--- config.mk ---
export PLATFORM = sky130hd
export DESIGN_NAME = float_mul_pipe_mul
export DESIGN_NICKNAME = d
export VERILOG_FILES = /design/src/rtl/float_mul_pipe_mul.sv
export SDC_FILE = /design/constraint.sdc
export NUM_CORES = 2
export LEC_CHECK = 0
export ABC_AREA = 1
export CAP_MARGIN = 20
export CORE_ASPECT_RATIO = 0.6
export CORE_MARGIN = 1
export CORE_UTILIZATION = 40
export DETAILED_ROUTE_END_ITERATION = 10
export PLACE_DENSITY = 0.53
export SKIP_LAST_GASP = 1
export SYNTH_ARGS = -nofsm -noshare
export SYNTH_HDL_FRONTEND = slang
export SYNTH_SLANG_ARGS = --single-unit
--- constraint.sdc ---
create_clock -name clk -period 13.6 [get_ports clk]
set_clock_uncertainty 0.05 [all_clocks]
set_input_delay 2.72 -clock clk [delete_from_list [all_inputs] [get_ports clk]]
set_output_delay 2.72 -clock clk [all_outputs]
set_load 0.05 [all_outputs]
--- src/rtl/float_mul_pipe_mul.sv ---
// float_mul_pipe_mul
// Two-stage front end of a single-precision floating-point multiplier.
// Stage 1 unpacks both operands and computes the product sign and biased
// exponent. It classifies infinity/NaN results and forms two 24x12 partial
// products. Stage 2 merges the partial products into the unnormalised
// 48-bit significand product and forwards the remaining fields.
// Normalisation and rounding happen downstream.
//
// Build option:
//   FLOAT_MUL_DENORM_EN  defined   : subnormals are multiplied as 0.frac x 2^-126
//                        undefined : exponent-field-0 operands are flushed to zero
//
// Ports:
//   clk             clock, rising edge
//   rst             synchronous active-high reset, clears every register
//   en              pipeline advance; 0 holds every register
//   flush           clears both valid bits at the edge, regardless of en
//   in_valid        a/b/rm are valid this cycle
//   a, b            IEEE-754 single-precision operands
//   rm              rounding mode, carried through unchanged
//   n_valid         stage-2 result valid
//   n_rm            rounding mode of the stage-2 result
//   n_sign          product sign
//   n_exp10         biased product exponent, 10-bit two's complement
//   n_is_inf_nan    result is infinity or NaN
//   n_inf_nan_frac  fraction to emit when n_is_inf_nan is set
//   n_z             unnormalised 48-bit significand product

module float_mul_pipe_mul (
    input  logic        clk,
    input  logic        rst,
    input  logic        en,
    input  logic        flush,
    input  logic        in_valid,
    input  logic [31:0] a,
    input  logic [31:0] b,
    input  logic [1:0]  rm,
    output logic        n_valid,
    output logic [1:0]  n_rm,
    output logic        n_sign,
    output logic [9:0]  n_exp10,
    output logic        n_is_inf_nan,
    output logic [22:0] n_inf_nan_frac,
    output logic [47:0] n_z
);

    localparam logic [22:0] QNAN_FRAC = 23'h400000;

    logic [7:0]  exp_a, exp_b;
    logic        a_exp_zero, b_exp_zero;
    logic        a_exp_max, b_exp_max;
    logic        a_frac_zero, b_frac_zero;
    logic        a_is_zero, b_is_zero;
    logic        a_is_inf, b_is_inf;
    logic        a_is_nan, b_is_nan;
    logic [7:0]  exp_a_eff, exp_b_eff;
    logic [23:0] frac_a, frac_b;

    logic        sign_c;
    logic [9:0]  exp10_c;
    logic        inf_nan_c;
    logic        qnan_c;
    logic [35:0] pp_lo_c, pp_hi_c;

    // Stage-1 registers
    logic        v1;
    logic [1:0]  s1_rm;
    logic        s1_sign;
    logic [9:0]  s1_exp10;
    logic        s1_inf_nan;
    logic        s1_qnan;
    logic [35:0] pp_lo, pp_hi;

    assign exp_a       = a[30:23];
    assign exp_b       = b[30:23];
    assign a_exp_zero  = (exp_a == 8'd0);
    assign b_exp_zero  = (exp_b == 8'd0);
    assign a_exp_max   = (exp_a == 8'hFF);
    assign b_exp_max   = (exp_b == 8'hFF);
    assign a_frac_zero = (a[22:0] == 23'd0);
    assign b_frac_zero = (b[22:0] == 23'd0);

    // Exponent field 0 behaves as exponent 1 in both build modes, so the
    // exponent path does not depend on subnormal handling.
    assign exp_a_eff = a_exp_zero ? 8'd1 : exp_a;
    assign exp_b_eff = b_exp_zero ? 8'd1 : exp_b;

`ifdef FLOAT_MUL_DENORM_EN
    assign frac_a    = {~a_exp_zero, a[22:0]};
    assign frac_b    = {~b_exp_zero, b[22:0]};
    assign a_is_zero = a_exp_zero & a_frac_zero;
    assign b_is_zero = b_exp_zero & b_frac_zero;
`else
    // Subnormals are flushed: the fraction is dropped, and the operand also
    // counts as zero when it meets an infinity.
    assign frac_a    = a_exp_zero ? 24'd0 : {1'b1, a[22:0]};
    assign frac_b    = b_exp_zero ? 24'd0 : {1'b1, b[22:0]};
    assign a_is_zero = a_exp_zero;
    assign b_is_zero = b_exp_zero;
`endif

    assign a_is_inf = a_exp_max & a_frac_zero;
    assign b_is_inf = b_exp_max & b_frac_zero;
    assign a_is_nan = a_exp_max & ~a_frac_zero;
    assign b_is_nan = b_exp_max & ~b_frac_zero;

    assign sign_c    = a[31] ^ b[31];
    assign exp10_c   = {2'b00, exp_a_eff} + {2'b00, exp_b_eff} - 10'd127;
    assign qnan_c    = a_is_nan | b_is_nan | (a_is_inf & b_is_zero) | (b_is_inf & a_is_zero);
    assign inf_nan_c = qnan_c | a_is_inf | b_is_inf;

    // Split the multiplier in two 12-bit halves so each stage-1 multiply is
    // only 24x12; stage 2 recombines them.
    assign pp_lo_c = {12'd0, frac_a} * {24'd0, frac_b[11:0]};
    assign pp_hi_c = {12'd0, frac_a} * {24'd0, frac_b[23:12]};

    always_ff @(posedge clk) begin
        if (rst) begin
            v1             <= 1'b0;
            s1_rm          <= 2'd0;
            s1_sign        <= 1'b0;
            s1_exp10       <= 10'd0;
            s1_inf_nan     <= 1'b0;
            s1_qnan        <= 1'b0;
            pp_lo          <= 36'd0;
            pp_hi          <= 36'd0;
            n_valid        <= 1'b0;
            n_rm           <= 2'd0;
            n_sign         <= 1'b0;
            n_exp10        <= 10'd0;
            n_is_inf_nan   <= 1'b0;
            n_inf_nan_frac <= 23'd0;
            n_z            <= 48'd0;
        end else begin
            if (en) begin
                v1             <= in_valid;
                s1_rm          <= rm;
                s1_sign        <= sign_c;
                s1_exp10       <= exp10_c;
                s1_inf_nan     <= inf_nan_c;
                s1_qnan        <= qnan_c;
                pp_lo          <= pp_lo_c;
                pp_hi          <= pp_hi_c;

                n_valid        <= v1;
                n_rm           <= s1_rm;
                n_sign         <= s1_sign;
                n_exp10        <= s1_exp10;
                n_is_inf_nan   <= s1_inf_nan;
                n_inf_nan_frac <= s1_qnan ? QNAN_FRAC : 23'd0;
                n_z            <= {12'd0, pp_lo} + {pp_hi, 12'd0};
            end
            // Flush wins over the loads above; data registers are untouched.
            if (flush) begin
                v1      <= 1'b0;
                n_valid <= 1'b0;
            end
        end
    end

endmodule
==> results.sh <==
export IMPL_cp_arrival_ps=10090
export IMPL_grt_pass1_wl_mm=144
export IMPL_worstSetupPathType="in2reg"
export IMPL_cts_sinks=152
export IMPL_relSlewSlack_pct=19.4
export IMPL_drive_above_1_share_pct=3.18
export IMPL_crit_fanout=17
export IMPL_die_area_sq_um=69400
export IMPL_min_period_over_period_pct=71.7
export IMPL_reg2reg_to="n_z[38]"
export IMPL_synth_common_cells="nand2_1, inv_1, nor2_1, fa_1, ha_1"
export IMPL_clkSlewWorstSetupHoldPaths_ps=60
export IMPL_hpwl_mm=76.5
export IMPL_synth_distinct_cells=41
export IMPL_max_vdd_ir_drop_v=0.000214
export IMPL_antenna_cells=0
export IMPL_rsz0062_at_grt="false"
export IMPL_status="finished clean"
export IMPL_cts_made_buffers=25
export IMPL_synth_top_area_share_pct=32.4
export IMPL_post_cts_buffers=0
export IMPL_final_setup_tns_ps=0
export IMPL_start_util_pct=40.9
export IMPL_grt_overflow=0
export IMPL_hold_path_end="n_exp10[7]"
export IMPL_rr_startpoint="pp_lo[12]"
export IMPL_synth_edf_count=0
export IMPL_synthCells=3860
export IMPL_ys_top_cells_by_area="fa_1, nand2_1, inv_1, dfxtp_1, ha_1"
export IMPL_grt_max_degree=94
export IMPL_drt_iter0_drc=2074
export IMPL_gp_congestion=1.00
export IMPL_swShare_pct=60.0
export IMPL_antenna_found_initial=1
export IMPL_ys_flop_type="dfxtp_1"
export IMPL_vias=24000
export IMPL_final_core_util_pct=45.0
export IMPL_via_per_inst=4.97
export IMPL_worstMarginPinSlew_ps=1210
export IMPL_p_seq_share_pct=8.1
export IMPL_dr_pass1_iters=7
export IMPL_port_buffer_count=134
export IMPL_p_int_mw=3.19
export IMPL_reg2regPathDepth=15
export IMPL_startpoint="a[25]"
export IMPL_syn_to_final_growth_pct=10.1
export IMPL_die_w_microns=340
export IMPL_track_usage_pct=27.5
export IMPL_cellPowerDensity_nw_per_um2=265
export IMPL_drcViolationCount=0
export IMPL_ctsLongestPathBuffers=3
export IMPL_rows=73
export IMPL_dieHeight_microns=205
export IMPL_ant_nets=0
export IMPL_fin_nets=4628
export IMPL_holdCritStartpoint="s1_exp10[7]"
export IMPL_fin_crit_ps=9750
export IMPL_min_path_type="reg2reg"
export IMPL_critPathLaunchType="input pin"
export IMPL_synth_seq_cells=152
export IMPL_p_clk_share_pct=7.5
export IMPL_cts_tree="done"
export IMPL_grt_pass1_vias=23800
export IMPL_cts_repair_resized=0
export IMPL_hold_viol_final=0
export IMPL_final_max_slew_viol_count=0
export IMPL_power_switching_mw=4.79
export IMPL_routed_wl_mm=92.8
export IMPL_p_leak_nw=16.3
export IMPL_cts_htree_levels=4
export IMPL_setup_viol=0
export IMPL_io_pins=157
export IMPL_cts_root_buf="clkbuf_16"
export IMPL_whs_path_depth=2
export IMPL_ctsHoldBuffers=0
export IMPL_async_flop_share_pct=0
export IMPL_critical_path_endpoint_type="flip-flop"
export IMPL_synth_area_sq_um=27300
export IMPL_design_core_area_sq_um=66900
export IMPL_synth_most_common_cell="nand2_1"
export IMPL_synth_area_leader_cell="fa_1"
export IMPL_wl_per_cell_microns=19.2
export IMPL_clkLatencyLatePin_ps=490
export IMPL_yosysSeqAreaShare_pct=11.1
export IMPL_crit_required_ps=13940
export IMPL_p_comb_share_pct=84.4
export IMPL_reg2reg_slack_ps=11070
export IMPL_drv_cap=0
export IMPL_ys_warn_count=0
export IMPL_syn_area_per_cell_sq_um=7.08
export IMPL_nFillCells=7044
export IMPL_max_freq_mhz=103
[cell families (layout without fill, tap and decap cells)]
family / Yosys count / count (layout) / share of synthesized area [%]
compound gates: 330 / 330 / 6.25
flops: 152 / 152 / 11.1
buf+inv: 1047 / 1100 / 15.3
simple gates: 1648 / 1648 / 24.6
xor+xnor: 53 / 53 / 1.70
other cells: 1 / 22 / 0.0137
fa+ha+maj: 629 / 629 / 40.9
[sequential cells by signal, summed over array words and instances, names as in the netlist]
name	cells
pp_hi	36
s1_qnan	1
n_rm	2
s1_rm	2
s1_inf_nan	1
n_valid	1
s1_sign	1
n_inf_nan_frac	1
n_sign	1
pp_lo	36
v1	1
n_z	48
s1_exp10	10
n_is_inf_nan	1
n_exp10	10
[area by class of cell]
cell class	instances	area, sq um	area share, %
multi-input cells	2682	20200	67.1
clock inverters	6	108	0.357
repair buffers	163	1590	5.29
clock buffers	27	643	2.14
flip-flops and latches	152	3040	10.1
inverters	904	3390	11.3
well taps	900	1130	3.74
[per-layer routing]
metal	wire length, microns	GRT usage [%]	up-vias	part of all wire, %
li1	-	-	11500	-
met1	45400	41.4	11600	49
met2	35600	38.0	924	38
met3	10100	9.29	87	11
met4	1680	4.89	0	1.8
met5	0	0	-	0
[per-stage QoR]
stage / setup WS (ps) / power, mW / instances / cell area [sq um] / hold slack (ps)
finish: 3850 / 7.98 / 4834 / 30100 / 406
global route: 3600 / 8.92 / 4834 / 30100 / 432
CTS: 4020 / 7.97 / 4832 / 30100 / 409
detailed placement: 3550 / 7.33 / 4799 / 29300 / 400
global placement: 3440 / 7.39 / 4796 / 29300 / 398
floorplan: 6030 / 5.26 / 3881 / 27400 / 378
[worst max-delay path by stage]
stage / to / slack (ps) / cells after the start
floorplan: pp_lo[22] / 6030 / 26
global placement: pp_lo[22] / 3440 / 27
detailed placement: pp_lo[17] / 3550 / 25
CTS: pp_hi[25] / 4020 / 27
global route: pp_lo[32] / 3600 / 27
finish: pp_hi[25] / 3850 / 27
[worst max-delay path, cell delays in order]
cell	delay, ps
clkdlybuf4s50_1	520
nor2_1	60
nand2_1	110
nor2_4	80
buf_4	250
inv_1	580
nand2_2	300
nor2_2	940
nand2_1	180
fa_1	510
fa_1	510
inv_1	60
fa_1	640
fa_1	490
fa_1	510
ha_1	390
nand2_1	110
nor2_1	140
inv_1	110
nor3_1	140
nand2_1	100
nand2_1	150
nand2_1	100
nand3_1	80
nand3_1	130
nand2_1	120
inv_1	40
[cells in the final DEF, fill, tap and decap left out, types with 24 or more instances in the layout]
cell	Yosys	final
a21oi_1	148	148
buf_4	25	25
clkbuf_16	0	25
clkdlybuf4s50_1	0	132
dfxtp_1	152	152
fa_1	442	442
ha_1	187	187
inv_1	890	888
nand2_1	896	896
nand3_1	133	133
nor2_1	522	514
nor2_2	16	24
nor3_1	28	28
o21ai_0	158	158
xor2_1	43	43
[power by group through the flow]
stage	clock network (mW)	logic, mW	registers, mW
floorplan	0	4.56	0.702
global placement	0	6.73	0.657
detailed placement	0	6.67	0.656
CTS	0.610	6.72	0.647
global route	0.635	7.62	0.661
finish	0.595	6.73	0.650
No activity file was read; power rests on OpenSTA's default activity.
